## src/rtl/seg_pkg.sv

```systemverilog
// Shared types and the hex font for the multiplexed seven-segment scanner.
// Segment vectors are ordered {g,f,e,d,c,b,a}, with 1 meaning the segment is lit.
package seg_pkg;

   typedef logic [6:0] seg_t;

   localparam seg_t SEG_OFF = 7'b0000000;

   typedef enum logic {
      PH_BLANK = 1'b0,
      PH_SHOW  = 1'b1
   } scan_phase_e;

   function automatic seg_t hex2seg(input logic [3:0] nib);
      seg_t s;
      case (nib)
         4'h0: s = 7'b0111111;
         4'h1: s = 7'b0000110;
         4'h2: s = 7'b1011011;
         4'h3: s = 7'b1001111;
         4'h4: s = 7'b1100110;
         4'h5: s = 7'b1101101;
         4'h6: s = 7'b1111101;
         4'h7: s = 7'b0000111;
         4'h8: s = 7'b1111111;
         4'h9: s = 7'b1101111;
         4'hA: s = 7'b1110111;
         4'hB: s = 7'b1111100;
         4'hC: s = 7'b0111001;
         4'hD: s = 7'b1011110;
         4'hE: s = 7'b1111001;
         4'hF: s = 7'b1110001;
         default: s = SEG_OFF;
      endcase
      return s;
   endfunction

endpackage

```

## src/rtl/seg_scan_timer.sv

```systemverilog
// Slot timer: the cycle counter within a slot and the index of the digit being scanned.
// frame_done is registered so it lines up with the registered pins in the top level.
module seg_scan_timer
   import seg_pkg::*;
#(
   parameter int DIGITS       = 4,
   parameter int DIV          = 10,
   parameter int BLANK_CYCLES = 2,
   localparam int SW          = (DIGITS > 1) ? $clog2(DIGITS) : 1,
   localparam int CW          = (DIV > 1) ? $clog2(DIV) : 1
) (
   input  logic          clk,
   input  logic          rst,
   output logic [SW-1:0] scan_idx,
   output scan_phase_e   phase,
   output logic          boundary,
   output logic          frame_done
);

   logic [CW-1:0] cnt;
   logic          last_cnt;
   logic          last_idx;

   assign last_cnt = (cnt == CW'(DIV - 1));
   assign last_idx = (scan_idx == SW'(DIGITS - 1));
   assign boundary = last_cnt && last_idx;
   assign phase    = (cnt < CW'(BLANK_CYCLES)) ? PH_BLANK : PH_SHOW;

   always_ff @(posedge clk or negedge rst) begin
      if (!rst) begin
         cnt        <= '0;
         scan_idx   <= '0;
         frame_done <= 1'b0;
      end else begin
         frame_done <= boundary;
         if (last_cnt) begin
            cnt      <= '0;
            scan_idx <= last_idx ? '0 : scan_idx + 1'b1;
         end else begin
            cnt <= cnt + 1'b1;
         end
      end
   end

endmodule

```

## src/rtl/seg_scan_driver.sv

```systemverilog
// Generic N-digit multiplexed seven-segment driver with blank interval and a
// double-buffered input so that a frame never mixes two loads.
module seg_scan_driver
   import seg_pkg::*;
#(
   parameter int DIGITS       = 4,
   parameter int CLK_HZ       = 100_000_000,
   parameter int SLOT_HZ      = 1000,
   parameter int BLANK_CYCLES = 16,
   parameter int ACTIVE_LOW   = 1,
   localparam int SW          = (DIGITS > 1) ? $clog2(DIGITS) : 1
) (
   input  logic                  clk,
   input  logic                  rst,
   input  logic                  load,
   input  logic [4*DIGITS-1:0]   data,
   input  logic [DIGITS-1:0]     dp_in,
   input  logic [DIGITS-1:0]     blank_in,
   input  logic                  raw_mode,
   input  logic [7*DIGITS-1:0]   raw_seg,
   output logic [DIGITS-1:0]     an,
   output logic [6:0]            seg,
   output logic                  dp,
   output logic [SW-1:0]         scan_idx,
   output logic                  frame_done
);

   localparam int   DIV = CLK_HZ / SLOT_HZ;
   localparam logic POL = (ACTIVE_LOW != 0);

   if (DIGITS < 1 || DIGITS > 16) begin : g_bad_digits
      $error("seg_scan_driver: DIGITS must be in 1..16");
   end
   if (BLANK_CYCLES >= DIV) begin : g_bad_blank
      $error("seg_scan_driver: BLANK_CYCLES must be smaller than CLK_HZ/SLOT_HZ");
   end

   typedef struct packed {
      logic                    raw;
      logic [DIGITS-1:0]       blank;
      logic [DIGITS-1:0]       dp;
      logic [DIGITS-1:0][3:0]  nib;
      logic [DIGITS-1:0][6:0]  rseg;
   } dbuf_t;

   // Reset leaves every digit dark until a real load reaches a frame boundary.
   localparam dbuf_t BUF_RST = '{raw: 1'b0, blank: '1, dp: '0, nib: '0, rseg: '0};

   scan_phase_e              phase;
   logic                     boundary;
   dbuf_t                    in_buf, pend, shad;
   logic                     pend_valid;
   logic [DIGITS-1:0][6:0]   dig_seg;
   logic [DIGITS-1:0]        lit_an;
   seg_t                     lit_seg;
   logic                     lit_dp;

   seg_scan_timer #(
      .DIGITS       (DIGITS),
      .DIV          (DIV),
      .BLANK_CYCLES (BLANK_CYCLES)
   ) u_timer (
      .clk        (clk),
      .rst        (rst),
      .scan_idx   (scan_idx),
      .phase      (phase),
      .boundary   (boundary),
      .frame_done (frame_done)
   );

   assign in_buf = '{raw: raw_mode, blank: blank_in, dp: dp_in, nib: data, rseg: raw_seg};

   // A load in the boundary cycle bypasses pending so it lands in the very next frame.
   always_ff @(posedge clk or negedge rst) begin
      if (!rst) begin
         pend       <= BUF_RST;
         shad       <= BUF_RST;
         pend_valid <= 1'b0;
      end else begin
         if (load)
            pend <= in_buf;
         if (boundary) begin
            if (load)
               shad <= in_buf;
            else if (pend_valid)
               shad <= pend;
            pend_valid <= 1'b0;
         end else if (load) begin
            pend_valid <= 1'b1;
         end
      end
   end

   for (genvar i = 0; i < DIGITS; i++) begin : g_lane
      assign dig_seg[i] = shad.raw ? shad.rseg[i] : hex2seg(shad.nib[i]);
   end

   always_comb begin
      lit_an  = '0;
      lit_seg = SEG_OFF;
      lit_dp  = 1'b0;
      if (phase == PH_SHOW) begin
         lit_seg = dig_seg[scan_idx];
         lit_dp  = shad.dp[scan_idx];
         for (int i = 0; i < DIGITS; i++)
            if (scan_idx == SW'(i) && !shad.blank[i])
               lit_an[i] = 1'b1;
      end
   end

   always_ff @(posedge clk or negedge rst) begin
      if (!rst) begin
         an  <= {DIGITS{POL}};
         seg <= {7{POL}};
         dp  <= POL;
      end else begin
         an  <= lit_an ^ {DIGITS{POL}};
         seg <= lit_seg ^ {7{POL}};
         dp  <= lit_dp ^ POL;
      end
   end

endmodule

```

## config.mk

```make
export PLATFORM = sky130hd
export DESIGN_NAME = seg_scan_driver
export DESIGN_NICKNAME = d
export VERILOG_FILES = /design/src/rtl/seg_pkg.sv /design/src/rtl/seg_scan_timer.sv /design/src/rtl/seg_scan_driver.sv
export SDC_FILE = /design/constraint.sdc
export NUM_CORES = 1
export LEC_CHECK = 0
export ABC_CLOCK_PERIOD_IN_PS = 2300
export CELL_PAD_IN_SITES_DETAIL_PLACEMENT = 1
export CELL_PAD_IN_SITES_GLOBAL_PLACEMENT = 1
export CORE_MARGIN = 5
export CORE_UTILIZATION = 46
export DETAILED_ROUTE_END_ITERATION = 10
export PLACE_DENSITY = 0.85
export SYNTH_ARGS = -nofsm -noshare
export SYNTH_HDL_FRONTEND = slang
export SYNTH_HIERARCHICAL = 1
export SYNTH_SLANG_ARGS = --single-unit
export TNS_END_PERCENT = 1
```

## constraint.sdc

```tcl
create_clock -name clk -period 2.3 [get_ports clk]
set_input_delay 0.46 -clock clk [delete_from_list [all_inputs] [get_ports clk]]
set_output_delay 0.46 -clock clk [all_outputs]
set_load 0.01 [all_outputs]
```

# Word-level counts from Yosys, hierarchy flattened
# Memories as Yosys holds them, arrays and structs flattened.
# Index checks and enable logic that the tools add are counted.
# Widths: inputs -> output; s select.
# classes
add_sub_neg,2
magnitude_cmp,2
n_eq_ne,4
mux,21
bitwise_logic,3
n_reduce_logical,13
# op_table
operator,count
$mux 53,2
$mux 7,6
$add 17x1->17 const B,1
$eq 17x17->1 const B,1
$lt 17x5->1 const B,1
$mux 17,1
$bmux 7 s2,1
$mux 1,8
$not 7->7,1
$logic_and 1x1->1,5
$eq 2x2->1 const B,2
$logic_not 1->1,4
$mux 4,1
$not 4->4,1
$reduce_bool 2->1,2
$lt 2x3->1 const B,1
$add 2x1->2 const B,1
$bmux 1 s2,1
$eq 2x1->1 const B,1
$logic_not 2->1,1
$mux 2,1
$reduce_and 2->1,1
$not 1->1,1
# totals
ff_bits,139
rom_bits,448
inputBits,56
out_inout_bits,15
elab_cells,78
memories,4
# memory_table
memory,depth,width,rd,rd_ports_with_merged_regs,write_ports,line_no,source
(name not given),16,7,1,0,0,seg_pkg.sv:16,case (nib)
(name not given),16,7,1,0,0,seg_pkg.sv:16,
(name not given),16,7,1,0,0,seg_pkg.sv:16,
(name not given),16,7,1,0,0,seg_pkg.sv:16,

# Depth between registers and ports, before layout
# An unclocked memory read counts as a cell.
# logic_depth
ltp_word,6
mapped_depth,9
mapped_depth_nobuf,7

# Cells and area by module
# The synthesis kept the hierarchy.
# by_module_without_submodules
module,n_inst,cells_each,area_per_inst_um2
seg_scan_driver,1,469,5791.8
seg_scan_timer,1,89,935.9

# Least setup slack after synthesis
# No wires, ideal clock.
# synth_timing
path_type,register to register
start,reg u_timer.cnt[0]
end,reg shad[0] (netlist bit)
setup_ns,0.125
arrival_time_ns,1.955
required_ns,2.175
slack_ns,0.220
stages_incl_launch_ff,9
period_less_slack_ns,2.080
cell_sequence,dfrtp_1 -> ha_1 -> and4_1 -> nand2_1 -> nor4_1 -> o21ai_0 -> buf_2 -> buf_2 -> mux2_2
# synth_between
elab_chain_cells,3
# synth_lines
item,line_no,source
"start, declared",seg_scan_timer.sv:20,logic [CW-1:0] cnt;
"start signal, assigned",seg_scan_timer.sv:40,cnt <= cnt + 1'b1;
$eq 17x17->1,seg_scan_timer.sv:24,assign last_cnt = (cnt == CW'(DIV - 1));
$logic_and 1x1->1,seg_scan_timer.sv:26,assign boundary = last_cnt && last_idx;
net boundary,seg_scan_driver.sv:50,logic boundary;
$reduce_and 2->1 (no line),--,
"end signal, assigned",seg_scan_driver.sv:84,shad <= in_buf;
"end signal, assigned",seg_scan_driver.sv:86,shad <= pend;
"end, declared",seg_scan_driver.sv:51,"dbuf_t in_buf, pend, shad;"
# The timed path passes the listed nets, and every way through them passes these cells.
# A chain may end at the register's enable or synchronous reset.

# Worst setup path in the final report
# layout_timing
start,reg u_timer.cnt[9]
end,reg seg[0]
# layout_between
elab_chain_cells,3
# layout_lines
item,line_no,source
$lt 17x5->1,seg_scan_timer.sv:27,assign phase = (cnt < CW'(BLANK_CYCLES)) ? PH_BLANK : PH_SHOW;
$mux 7,seg_scan_driver.sv:102,if (phase == PH_SHOW) begin
$not 7->7 (no line),--,
"end signal, assigned",seg_scan_driver.sv:114,seg <= {7{POL}};
"end signal, assigned",seg_scan_driver.sv:118,seg <= lit_seg ^ {7{POL}};
"end, declared",seg_scan_driver.sv:22,"output logic [6:0] seg,"
# Every way passes these cells.

==> impl_metrics.ini <==
[detailed_routing]
drc_errors = 0
via_per_inst = 5.545
ant_nets = 0
wl_per_cell_um = 21.34
wirelength_um = 17860
num_vias = 4641
drt_first_pass_iters = 4
first_iter_violations = 283

[place]
gp_congestion = 0.9141
place_inst = 804
port_buffers = 70
dpl.hpwl_um = 12430
post-place-ws_ns = 0.1048
postPlaceCellArea_um2 = 7720

[sta]
period_minus_slack_ns = 2.153
fin_tns_setup_ns = 0
setup_violations = 0
min_period_over_period = 0.9361
report.final.slew_viol_count = 0
tightest_slew_ns = 0.6731
rsz0062_at_grt = no
relSlewSlack = 0.5513
fin_ws_ns = 0.1469
worst_clock_skew_ns = 0.008031
hold_slack_ns = 0.4980
hold_viol_final = 0
max_freq_ghz = 0.4645

[clocking]
cts_buffers = 17
cts_setup_buffers = 0
cts.clk_slew.worst_paths_ns = 0.06
cts_sinks = 139
clock_latency_ns = 0.43
clock_path_buffers = 2
htree_num_levels = 4
cts_tree = built
cts_root_buf = clkbuf_16

[min_path]
hp-class = reg2reg

[yosys]
ys_seq_area_frac = 0.5207
yosys-top-cells-area = dfrtp_1, mux2_2, dfstp_2
synth_warnings = 6
syn_nets = 640
yosys.area.top_type = dfrtp_1
synth_area_um2 = 6728
synth.most_common_cell = dfrtp_1
ys_ff_latch = 139
ys_types = 57
synth-edff-count = 0
syn_inst = 558
synth_ff_type = dfrtp_1
synthArstFlopShare = 1.000
synth_area_per_cell_um2 = 12.06
yosysTopAreaCellShare = 0.4426
synthTopCellsByCount = dfrtp_1, mux2_2, nor2_1

[global_routing]
antenna_found_initial = 0
grt.overflow.total = 0
grt_pass1_vias = 5293
grt_first_pass_wirelength_um = 29080
grt_usage = 0.2238
grt_max_degree = 61

[floorplan]
die_w_um = 130.9
die_y_um = 130.9
initial_utilization = 0.4664
rows = 44
core_um2 = 14420
io_pins = 71
dieArea_um2 = 17140

[worst_setup_path]
critPathLaunchType = flop
cp_max_fo = 5
path_class = reg2reg
end_kind = flop
critPathRequiredTime_ns = 2.64
cp.arrival_ns = 2.50

[power]
power_mw = 5.618
p_per_area_nw_per_um2 = 675.0
peakVddDrop_mv = 0.5073
leakage_nw = 3.613

[layout]
fin_util = 0.5770
finalInstanceArea_um2 = 8323
area_growth_pct = 23.71
final_cells = 837
fillers = 1473
drive_above_1_share = 0.2986
n_antenna_cell = 0
nNetsFinal = 722

[run]
maxCapViolCount = 0

[outcome]
status = complete, no violations
[report_power, final]
part           switching (mW)  internal, mW  total [mW]
sequential             0.0270          2.54        2.57
clock                    1.10          1.63        2.73
combinational           0.143         0.177       0.320
total                    1.27          4.35        5.62
[cell usage in the layout, fill, tap and decap left out, drive strengths merged, types with 5 or more instances in the layout]
cell type,n
xnor2,12
ha,26
clkdlybuf4s50,68
nor2b,14
dfrtp,119
clkinv,6
dfstp,20
nand2,31
nand3,12
o31ai,5
nor3,8
inv,21
nor2,34
a21oi,20
o21ai,7
nand4,8
a211oi,7
buf,24
clkbuf,18
or3,6
nand2b,10
mux2,103
o2111ai,7
o211ai,5
[critical path, cell delays in order, from the launching register on]
cell      delay (ns)
dfrtp_1         0.45
or4_1           0.54
or4_1           0.52
buf_4           0.21
o21ai_0         0.11
a32oi_1         0.14
o211ai_1        0.11
[what timing repair did]
item,4_1_cts,5_1_grt
resized for setup,0,2
endpoints found under the setup margin,0,48
endpoints found under the hold margin,8,0
hold buffers,1,0
[per-layer routing]
metal	routed length (um)	track usage	up-vias
li1	-	-	2157
met5	0	0	-
met4	376	0.08409	0
met3	752	0.04675	27
met2	9104	0.3762	121
met1	7631	0.2857	2336
[final timing paths]
path	from	end	slack [ns]	cells after the start
max	u_timer/cnt[9]	seg[0]	0.15	6
min	pend[31]	pend[31]	0.50	1
max reg2reg	u_timer/cnt[9]	seg[0]	0.15	6
min reg2reg	pend[31]	pend[31]	0.50	1
max in group asynchronous	rst	pend[50]	0.98	3
min in group asynchronous	rst	pend[9]	0.55	2
[flip-flops by register name (all words and copies together), names as in the netlist]
signal,count
pend_valid,1
u_timer/scan_idx,2
dp,1
pend,53
an,4
shad,53
u_timer/frame_done,1
seg,7
u_timer/cnt,17
[area by class of cell]
| cell class | count | area (um^2) | share of cell area |
|---|---|---|---|
| flip-flops and latches | 139 | 3503 | 0.4209 |
| multi-input cells | 370 | 3024 | 0.3633 |
| repair buffers | 93 | 909.6 | 0.1093 |
| clock buffers | 18 | 439.2 | 0.05277 |
| well taps | 184 | 230.2 | 0.02766 |
| clock inverters | 14 | 145.1 | 0.01744 |
| inverters | 19 | 71.32 | 0.008569 |
[kinds of logic after synthesis]
| group | after synthesis | share of synthesized area |
|---|---|---|
| AO/OA/AOI/OAI | 78 | 0.08257 |
| adder cells (fa/ha/maj) | 26 | 0.04835 |
| buffers and inverters | 49 | 0.03273 |
| XOR/XNOR | 15 | 0.01953 |
| multiplexers | 110 | 0.1890 |
| AND/OR/NAND/NOR | 141 | 0.1071 |
| flip-flops | 139 | 0.5207 |
No activity file was read; power rests on OpenSTA's default activity.
